===== src/rtl/alu_writeback.sv =====
// Writeback stage for the add/sub/compare unit: pairs results with issue-time tags,
// merges multiplier results onto the single register-file write port, raises /V traps.
module alu_writeback #(
  parameter int DW       = 64,
  parameter int RAW      = 5,
  parameter int ZERO_REG = 31
) (
  input  logic           clk,
  input  logic           reset,
  input  logic           flush,
  input  logic           as_issue,
  input  logic [RAW-1:0] as_dest,
  input  logic           as_trap_en,
  input  logic           as_rvalid,
  input  logic [DW-1:0]  as_result,
  input  logic           as_ovflow,
  input  logic           mul_valid,
  input  logic [RAW-1:0] mul_dest,
  input  logic [DW-1:0]  mul_result,
  output logic           mul_ready,
  output logic           rf_we,
  output logic [RAW-1:0] rf_waddr,
  output logic [DW-1:0]  rf_wdata,
  output logic           trap_arith,
  output logic [RAW-1:0] trap_reg,
  output logic [31:0]    pend_mask,
  output logic           err_orphan
);

  localparam logic [RAW-1:0] ZERO_ADDR = RAW'(ZERO_REG);

  // Stage T1: tag captured at issue
  logic           v1_reg;
  logic [RAW-1:0] d1_reg;
  logic           t1_reg;

  // Stage T2: the write slot
  logic           as_v2_reg;
  logic [RAW-1:0] d2_reg;
  logic           we_reg;
  logic [RAW-1:0] waddr_reg;
  logic [DW-1:0]  wdata_reg;
  logic           trap_reg_q;
  logic           orphan_reg;

  logic as_load;
  logic as_orphan;
  logic mul_take;

  always_comb begin
    as_load   = as_rvalid & v1_reg & ~flush;
    as_orphan = as_rvalid & ~v1_reg & ~flush;
    mul_ready = ~as_rvalid | flush;
    mul_take  = mul_valid & mul_ready;
  end

  always_ff @(posedge clk) begin
    if (reset) begin
      v1_reg     <= 1'b0;
      d1_reg     <= '0;
      t1_reg     <= 1'b0;
      as_v2_reg  <= 1'b0;
      d2_reg     <= '0;
      we_reg     <= 1'b0;
      waddr_reg  <= '0;
      wdata_reg  <= '0;
      trap_reg_q <= 1'b0;
      orphan_reg <= 1'b0;
    end else begin
      v1_reg     <= as_issue & ~flush;
      d1_reg     <= as_dest;
      t1_reg     <= as_trap_en;
      as_v2_reg  <= as_load;
      trap_reg_q <= as_load & t1_reg & as_ovflow;
      if (as_orphan)
        orphan_reg <= 1'b1;
      // addsub cannot stall, so it owns the slot whenever it has a result
      if (as_load) begin
        d2_reg    <= d1_reg;
        waddr_reg <= d1_reg;
        wdata_reg <= as_result;
        we_reg    <= (d1_reg != ZERO_ADDR);
      end else if (mul_take) begin
        waddr_reg <= mul_dest;
        wdata_reg <= mul_result;
        we_reg    <= (mul_dest != ZERO_ADDR);
      end else begin
        we_reg    <= 1'b0;
      end
    end
  end

  assign rf_we      = we_reg;
  assign rf_waddr   = waddr_reg;
  assign rf_wdata   = wdata_reg;
  assign trap_arith = trap_reg_q;
  assign trap_reg   = d2_reg;
  assign err_orphan = orphan_reg;

  // Both stages contribute independently, so equal tags keep the bit until both retire
  genvar gi;
  generate
    for (gi = 0; gi < 32; gi++) begin : g_pend
      if (gi == ZERO_REG) begin : g_zero
        assign pend_mask[gi] = 1'b0;
      end else begin : g_reg
        assign pend_mask[gi] = (v1_reg && (d1_reg == RAW'(gi))) ||
                               (as_v2_reg && (d2_reg == RAW'(gi)));
      end
    end
  endgenerate

endmodule

===== config.mk =====
export PLATFORM = sky130hd
export DESIGN_NAME = alu_writeback
export DESIGN_NICKNAME = d
export VERILOG_FILES = /design/src/rtl/alu_writeback.sv
export SDC_FILE = /design/constraint.sdc
export NUM_CORES = 1
export LEC_CHECK = 0
export ABC_AREA = 1
export CORE_UTILIZATION = 36
export DETAILED_ROUTE_END_ITERATION = 6
export PLACE_DENSITY = 0.74
export SLEW_MARGIN = 10
export SYNTH_ARGS = -nofsm -noshare
export SYNTH_HDL_FRONTEND = slang
export SYNTH_SLANG_ARGS = --single-unit

===== constraint.sdc =====
create_clock -name clk -period 1.2 [get_ports clk]
set_clock_uncertainty 0.15 [all_clocks]
set_input_delay 0.24 -clock clk [delete_from_list [all_inputs] [get_ports clk]]
set_output_delay 0.24 -clock clk [all_outputs]
set_load 0.005 [all_outputs]

# After elaboration in Yosys (flattened, before gate mapping)
# Index checks and enable logic that the tools add are counted.
# op_classes
n_mux	6
bitwise	12
eq_ne	62
n_reduce_logical	96
# op_table
cell	count
5-bit == test, second input constant	30
64-bit two-way mux	2
5-bit by 4-bit == test with 1-bit output, second input constant	16
1-bit logical AND	62
5-bit by 3-bit == test with 1-bit output, second input constant	8
1-bit logical OR	31
5-bit by 2-bit == test with 1-bit output, second input constant	4
5-bit by 1-bit == test with 1-bit output, second input constant	2
5-bit logical NOT	2
5-bit two-way mux	2
5-bit inequality test, second input constant	2
1-bit bitwise AND	8
1-bit inverter	3
1-bit two-way mux	2
2-bit nonzero test	1
1-bit bitwise OR	1
# word_totals
ff_bits	85
input_bits	146
out_inout_bits	110

# Depth between registers and ports, before layout
# Gate-level depths: netlist of run 1.
# logic_depth
ltp_word	5
depth_mapped	8
ltp_nobuf	7

# Worst setup path before layout of run 1
# Ideal clock, no wire load.
# synth_path
path_kind	reg-to-output
from	reg v1_reg
to	out pend_mask[17]
path_stages_with_launch	5
slack_ps	-212
required_ps	810
t_arrival_ps	1022
n_path_buf	2
cell_sequence	dfxtp_1 buf_2 nand2_1 buf_2 o22ai_1
# synth_via
elab_chain_len	2
# synth_rtl
item	line	text
start, declared	33	logic v1_reg;
start signal, assigned	70	v1_reg <= as_issue & ~flush;
1-bit logical AND	107	assign pend_mask[gi] = (v1_reg && (d1_reg == RAW'(gi))) ||
1-bit logical OR	107	
end, declared	26	output logic [31:0] pend_mask,
# No other way between the ends.

# Final worst setup path of run 1
# layout_path
from	reg d2_reg[2], in the netlist trap_reg[2]
to	out pend_mask[25]
# layout_via
elab_chain_len	3
# layout_rtl
item	line	text
start, declared	39	logic [RAW-1:0] d2_reg;
start signal, assigned	79	d2_reg <= d1_reg;
5-bit == test	108	(as_v2_reg && (d2_reg == RAW'(gi)));
1-bit logical AND	108	
1-bit logical OR	107	
# No other way between the ends.

==> impl_metrics.yaml, run 1 <==
critical_path:
  reg2reg_slack_ns: -0.37
  worst_path_max_delay_cell: "sky130_fd_sc_hd__dfxtp_4"
  timing.critical_path.cells: "buf_6 > nor2_4 > nand2_2 > o22ai_1 > buf_2"
  crit_family: "flip-flops"
  timing.critical_path.fanout_max: 5
  worstPathRequired_ns: 0.81
  timing.critical_path.slowest_cell_delay_ns: 0.39
  worstSetupPathType: "reg2out"
  endpoint_kind: "output pin"
  timing.critical_path.from_type: "register"
  arrival_ns: 1.47
  path_buf_inv: 2
finish:
  area.sequential_um2: 1824
  filler_cell_count: 913
  fraction_of_final_layout_cells_sized_beyond_drive_strength_1_pct: 48.90
  area_growth_syn_to_layout_pct: 108.7
  final_cell_mix: "183 x sky130_fd_sc_hd__nand2_1, 142 x sky130_fd_sc_hd__clkdlybuf4s50_1, 119 x sky130_fd_sc_hd__inv_1"
  fin_cells: 1305
  largest_reg_flops: 64
  nets: 1274
  post_layout_instance_area_um2: 10100
  final_common_cell: "sky130_fd_sc_hd__nand2_1"
  total_area_of_multi_input_combinational_cells_um2: 3455
  antenna_cells: 0
clocking:
  post_cts_hold_buffer_count: 0
  htree_num_levels: 3
  clkTransAtPathRegs_ns: 0.06
  clkLatencyLatePin_ns: 0.34
  numCtsBuffers: 9
  tritoncts_num_sinks: 85
  root_buffer: "sky130_fd_sc_hd__clkbuf_16"
  clockBufferDepth: 2
  tritoncts_clock_tree: "done"
run_status:
  status: "finished with violations"
  violations: "negative setup slack"
place:
  port-buffer-count: 254
  placement.cell_area_um2: 8097
  gp_congestion: 0.8770
  detailedPlacementHpwl_um: 11640
  dpl.cell_count: 1224
  dp_slack_ns: -0.6577
global_route:
  grt_start_max_net_pins: 46
  grt_pass1_wl_um: 31080
  antenna_violations_before_repair: 0
  overflow: 0
  global_route.usage.total_pct: 27.87
  grt_pass1_vias: 6111
timing:
  slew_violations: 0
  setup_repair_after_global_routing_missed_its_margin: "true"
  period_minus_slack_ns: 1.857
  fin_hold_ws_ns: 0.1592
  post-route-worst-setup-slack_ns: -0.6573
  hold_viol: 0
  post-route-period-util_pct: 154.8
  report.final.setup_viol: 113
  fmax_mhz: 538.4
yosys:
  synth_top_cells_by_area: "sky130_fd_sc_hd__dfxtp_1 35%, sky130_fd_sc_hd__nand2_1 21%, sky130_fd_sc_hd__inv_1 10%, sky130_fd_sc_hd__nand3b_1 7.0%, sky130_fd_sc_hd__a21oi_1 5.9%"
  synthDistinctLibCells: 26
  netlist_instances: 792
  proportion_of_register_bits_with_asynchronous_set_or_reset_after_synthesis_pct: 0
  syn-cell-area_um2: 4840
  synth_nets: 938
  synth_top_flop_cell: "sky130_fd_sc_hd__dfxtp_1"
  ys_seq_area_share_pct: 35.16
  synth_enable_flop_cells: 0
  post-synth-top-area-cell: "sky130_fd_sc_hd__dfxtp_1"
  synthesis.yosys.warnings: 0
  synth_largest_type_area_fraction_pct: 35.16
  postSynthRegisterBits: 85
  synth_area_per_cell_um2: 6.111
route:
  dr.pass1.iters: 5
  drt_iter0_drc: 350
  vias: 6465
  remaining_drc_errors: 0
  route.final.wire_length_um: 21180
  post_drt_via_cell_ratio: 4.954
  drt.antenna.violating_nets: 0
  avgRoutedWirePerCell_um: 16.23
pwr:
  power.ir.vdd_worst_uv: 730.5
  power.combinational.fraction_pct: 27.9
  seq_power_share_pct: 36.6
  total_net_switching_power_uw: 2417
  post-layout-total-power_uw: 8667
  internal-power_uw: 6250
  power.density_nw_per_um2: 857.9
  clock_power_share_pct: 35.5
  cellLeakagePower_uw: 0.004993
  power.share.switching_pct: 27.88
floorplanning:
  floorplan.initialDensity_pct: 37.59
  chipHeight_um: 117.9
  chipWidth_um: 117.9
  ioPinCount: 256
  floorplan.rows: 41
  fp.dieArea_um2: 13910
  core_area_um2: 12880
flow_run:
  timing.max_cap.violations: 0
min_path:
  hold_path_class: "in2reg"
## synth_stat cells, drive strengths merged, types with 7 or more instances
master	count
dfxtp	85
o22ai	30
nand2	276
nor2	74
nand3b	45
clkbuf	11
nand3	13
buf	37
a21oi	57
o21ai	19
nand4	7
inv	133
## through the flow
| stage | TNS, ns | utilization (%) |
|---|---|---|
| 2_1_floorplan | 0 | - |
| 3_3_place_gp | -63.96 | 62.88 |
| 3_5_place_dp | -65.20 | 62.88 |
| 4_1_cts | -40.74 | 74.50 |
| 5_1_grt | -46.74 | 78.46 |
| 6_report | -42.42 | 78.46 |
## logic make-up (layout without fill, tap and decap cells)
group / count (synthesis) / count (layout) / share of synthesized area, %
simple gates: 416 / 417 / 37.13
flops: 85 / 85 / 35.16
compound gates: 109 / 109 / 12.20
buf+inv: 181 / 521 / 15.43
other cells: 1 / 1 / 0.07749
## worst min-delay path, delay by kind of cell
family	cells	cell delay (ns)
buf+inv	2	0.27
simple gates	2	0.10
## worst paths after layout
path                                 start                   endpoint  cells after the start
setup / recovery  trap_reg[2]$_SDFFE_PP0P_              pend_mask[25]                      5
hold / removal                       flush          v1_reg$_SDFF_PP0_                      4
setup reg to reg         v1_reg$_SDFF_PP0_  rf_wdata[58]$_SDFFE_PP0P_                      9
hold reg to reg    err_orphan$_SDFFE_PP0P_    err_orphan$_SDFFE_PP0P_                      1
## layout make-up
type	instances	area share (%)
clock inverter	6	0.8546
inverter	133	5.041
timing repair buffer	372	37.35
clock buffer	10	2.366
sequential	85	18.06
tap	172	2.130
multi-input combinational	527	34.20
## power groups by stage
stage | sequential, uW | clock (uW) | combinational (uW)
final | 3170 | 3080 | 2420
after global routing | 3190 | 3250 | 2590
after CTS | 3140 | 3080 | 2250
after detailed placement | 3190 | 0 | 1920
after global placement | 3180 | 0 | 1910
after floorplan | 3200 | 0 | 781
## layer usage
layer  wire length [um]  vias up  track usage, %
li1                   -     3111               -
met1               8228     3038           31.70
met2              11030      255           50.00
met3               1117       61           5.378
met4                808        0           12.66
met5                  0        -               0
## what timing repair did
item	CTS	global route
buffers inserted	42	13
cloned	19	3
gates resized for setup	719	161
endpoints found under the setup margin	186	132
pin swaps	86	95
No activity file was read; power rests on OpenSTA's default activity.
==> run 2, diff against run 1 <==
--- a/config.mk
+++ b/config.mk
@@ -6,9 +6,9 @@
 export NUM_CORES = 1
 export LEC_CHECK = 0
 export ABC_AREA = 1
-export CORE_UTILIZATION = 36
+export CORE_UTILIZATION = 43
 export DETAILED_ROUTE_END_ITERATION = 6
-export PLACE_DENSITY = 0.74
+export PLACE_DENSITY = 0.84
 export SLEW_MARGIN = 10
 export SYNTH_ARGS = -nofsm -noshare
 export SYNTH_HDL_FRONTEND = slang
==> constraint.sdc (replaced) <==
create_clock -name clk -period 2.2 [get_ports clk]
set_clock_uncertainty 0.15 [all_clocks]
set_input_delay 0.22 -clock clk [delete_from_list [all_inputs] [get_ports clk]]
set_output_delay 0.22 -clock clk [all_outputs]
set_load 0.005 [all_outputs]
==> impl_metrics.yaml, run 2 (same netlist as run 1, synthesis figures left out) <==
global_route:
  grt_pass1_vias: 4993
  grt_pass1_wl_um: 23490
  global_route.usage.total_pct: 25.16
  overflow: 0
  antenna_violations_before_repair: 0
  grt_start_max_net_pins: 97
place:
  detailedPlacementHpwl_um: 10780
  port-buffer-count: 254
  gp_congestion: 0.8749
  dp_slack_ns: 0.1589
clocking:
  clkTransAtPathRegs_ns: 0.08
  numCtsBuffers: 9
  post_cts.resized_instances: 6
  post_cts_setup_inserts: 0
  tritoncts_clock_tree: "done"
  clkLatencyLatePin_ns: 0.33
  post_cts_hold_buffer_count: 0
  tritoncts_num_sinks: 85
  root_buffer: "sky130_fd_sc_hd__clkbuf_8"
  htree_num_levels: 3
  clockBufferDepth: 2
finish:
  fraction_of_final_layout_cells_sized_beyond_drive_strength_1_pct: 5.637
  largest_reg_flops: 64
  final_cell_mix: "272 x sky130_fd_sc_hd__nand2_1, 253 x sky130_fd_sc_hd__clkdlybuf4s50_1, 131 x sky130_fd_sc_hd__inv_1"
  antenna_cells: 0
  total_area_of_multi_input_combinational_cells_um2: 2449
  final_common_cell: "sky130_fd_sc_hd__nand2_1"
  area_growth_syn_to_layout_pct: 60.83
  nets: 1170
  filler_cell_count: 936
  area.sequential_um2: 1727
timing:
  report.final.setup_viol: 0
  hold_viol: 0
  post-route-period-util_pct: 96.60
  post-route-worst-setup-slack_ns: 0.07480
  setup_repair_after_global_routing_missed_its_margin: "true"
  slew_violations: 0
  period_minus_slack_ns: 2.125
  fmax_mhz: 470.5
floorplanning:
  floorplan.rows: 38
  floorplan.initialDensity_pct: 44.45
  ioPinCount: 256
  chipWidth_um: 108.1
  core_area_um2: 10890
  fp.dieArea_um2: 11680
  chipHeight_um: 108.1
critical_path:
  endpoint_kind: "output pin"
  worstPathRequired_ns: 1.83
  timing.critical_path.fanout_max: 6
  arrival_ns: 1.76
  reg2reg_slack_ns: 0.53
  worstSetupPathType: "reg2out"
  timing.critical_path.from_type: "register"
  r2r_cells: 7
route:
  route.final.wire_length_um: 15020
  post_drt_via_cell_ratio: 4.783
  vias: 5591
  drt.antenna.violating_nets: 0
  drt_iter0_drc: 363
  avgRoutedWirePerCell_um: 12.85
  remaining_drc_errors: 0
  dr.pass1.iters: 4
pwr:
  cellLeakagePower_uw: 0.003807
  power.ir.vdd_worst_uv: 335.4
  post-layout-total-power_uw: 3925
  power.density_nw_per_um2: 504.2
min_path:
  hold_path_class: "in2reg"
  worst_hold_path.num_cells: 3
flow_run:
  timing.max_cap.violations: 0
run_status:
  status: "completed"
==> run 2: cell count changes in the layout (fill, tap and decap cells not counted), sizes merged <==
| cell | before | now |
|---|---|---|
| clkdlybuf4s50 | 142 | 253 |
| nand2 | 277 | 276 |
| buf | 225 | 15 |
| clkinv | 3 | 0 |
| clkbuf | 12 | 13 |
| clkdlybuf4s15 | 1 | 0 |
| dlygate4sd2 | 1 | 0 |
==> run 2: metrics by stage <==
step	util, %	instance area [um^2]	hold WS (ns)	cells	TNS [ns]
floorplan	-	4840	0.1614	792	0
global placement	68.63	7472	0.2942	1153	0
detailed placement	68.63	7472	0.2953	1153	0
CTS	70.82	7711	0.2292	1169	-0.01704
global route	71.49	7784	0.2521	1169	-0.1379
finish	71.49	7784	0.2471	1169	0
==> run 2: path summary, 6_finish.rpt <==
kind / start / endpoint
setup / recovery: trap_reg[3]$_SDFFE_PP0P_ / pend_mask[24]
hold / removal: as_trap_en / t1_reg$_SDFF_PP0_
setup reg to reg: v1_reg$_SDFF_PP0_ / rf_wdata[9]$_SDFFE_PP0P_
hold reg to reg: t1_reg$_SDFF_PP0_ / trap_arith$_SDFF_PP0_
==> run 2: report_power, final <==
group	switching (uW)	internal, uW
Clock	542	704
Sequential	58.0	1640
Combinational	402	574
Total	1000	2920
==> run 2: layout make-up <==
class	count	area share [%]
Clock buffer	13	2.041
Multi-Input combinational cell	526	31.46
Tap cell	140	2.250
Clock inverter	3	0.8680
Inverter	133	6.414
Sequential cell	85	22.18
Timing Repair Buffer	269	34.79
==> run 2: metal layers <==
metal  routed length, um  track usage, %  share of wire (%)  up-vias
met5                   0               0                  0        -
met4                 476           10.57                3.2        0
met3                1084           6.691                7.2       31
met2                7264           42.49                 48      212
met1                6191           30.02                 41     2460
li1                    -               -                  -     2888
==> run 2: worst max-delay path, stage by stage, from the launching register on <==
cell	delay [ns]
sky130_fd_sc_hd__dfxtp_4	0.40
sky130_fd_sc_hd__inv_1	0.08
sky130_fd_sc_hd__nor2_4	0.11
sky130_fd_sc_hd__nand2_1	0.09
sky130_fd_sc_hd__o22ai_1	0.21
sky130_fd_sc_hd__clkdlybuf4s50_1	0.54
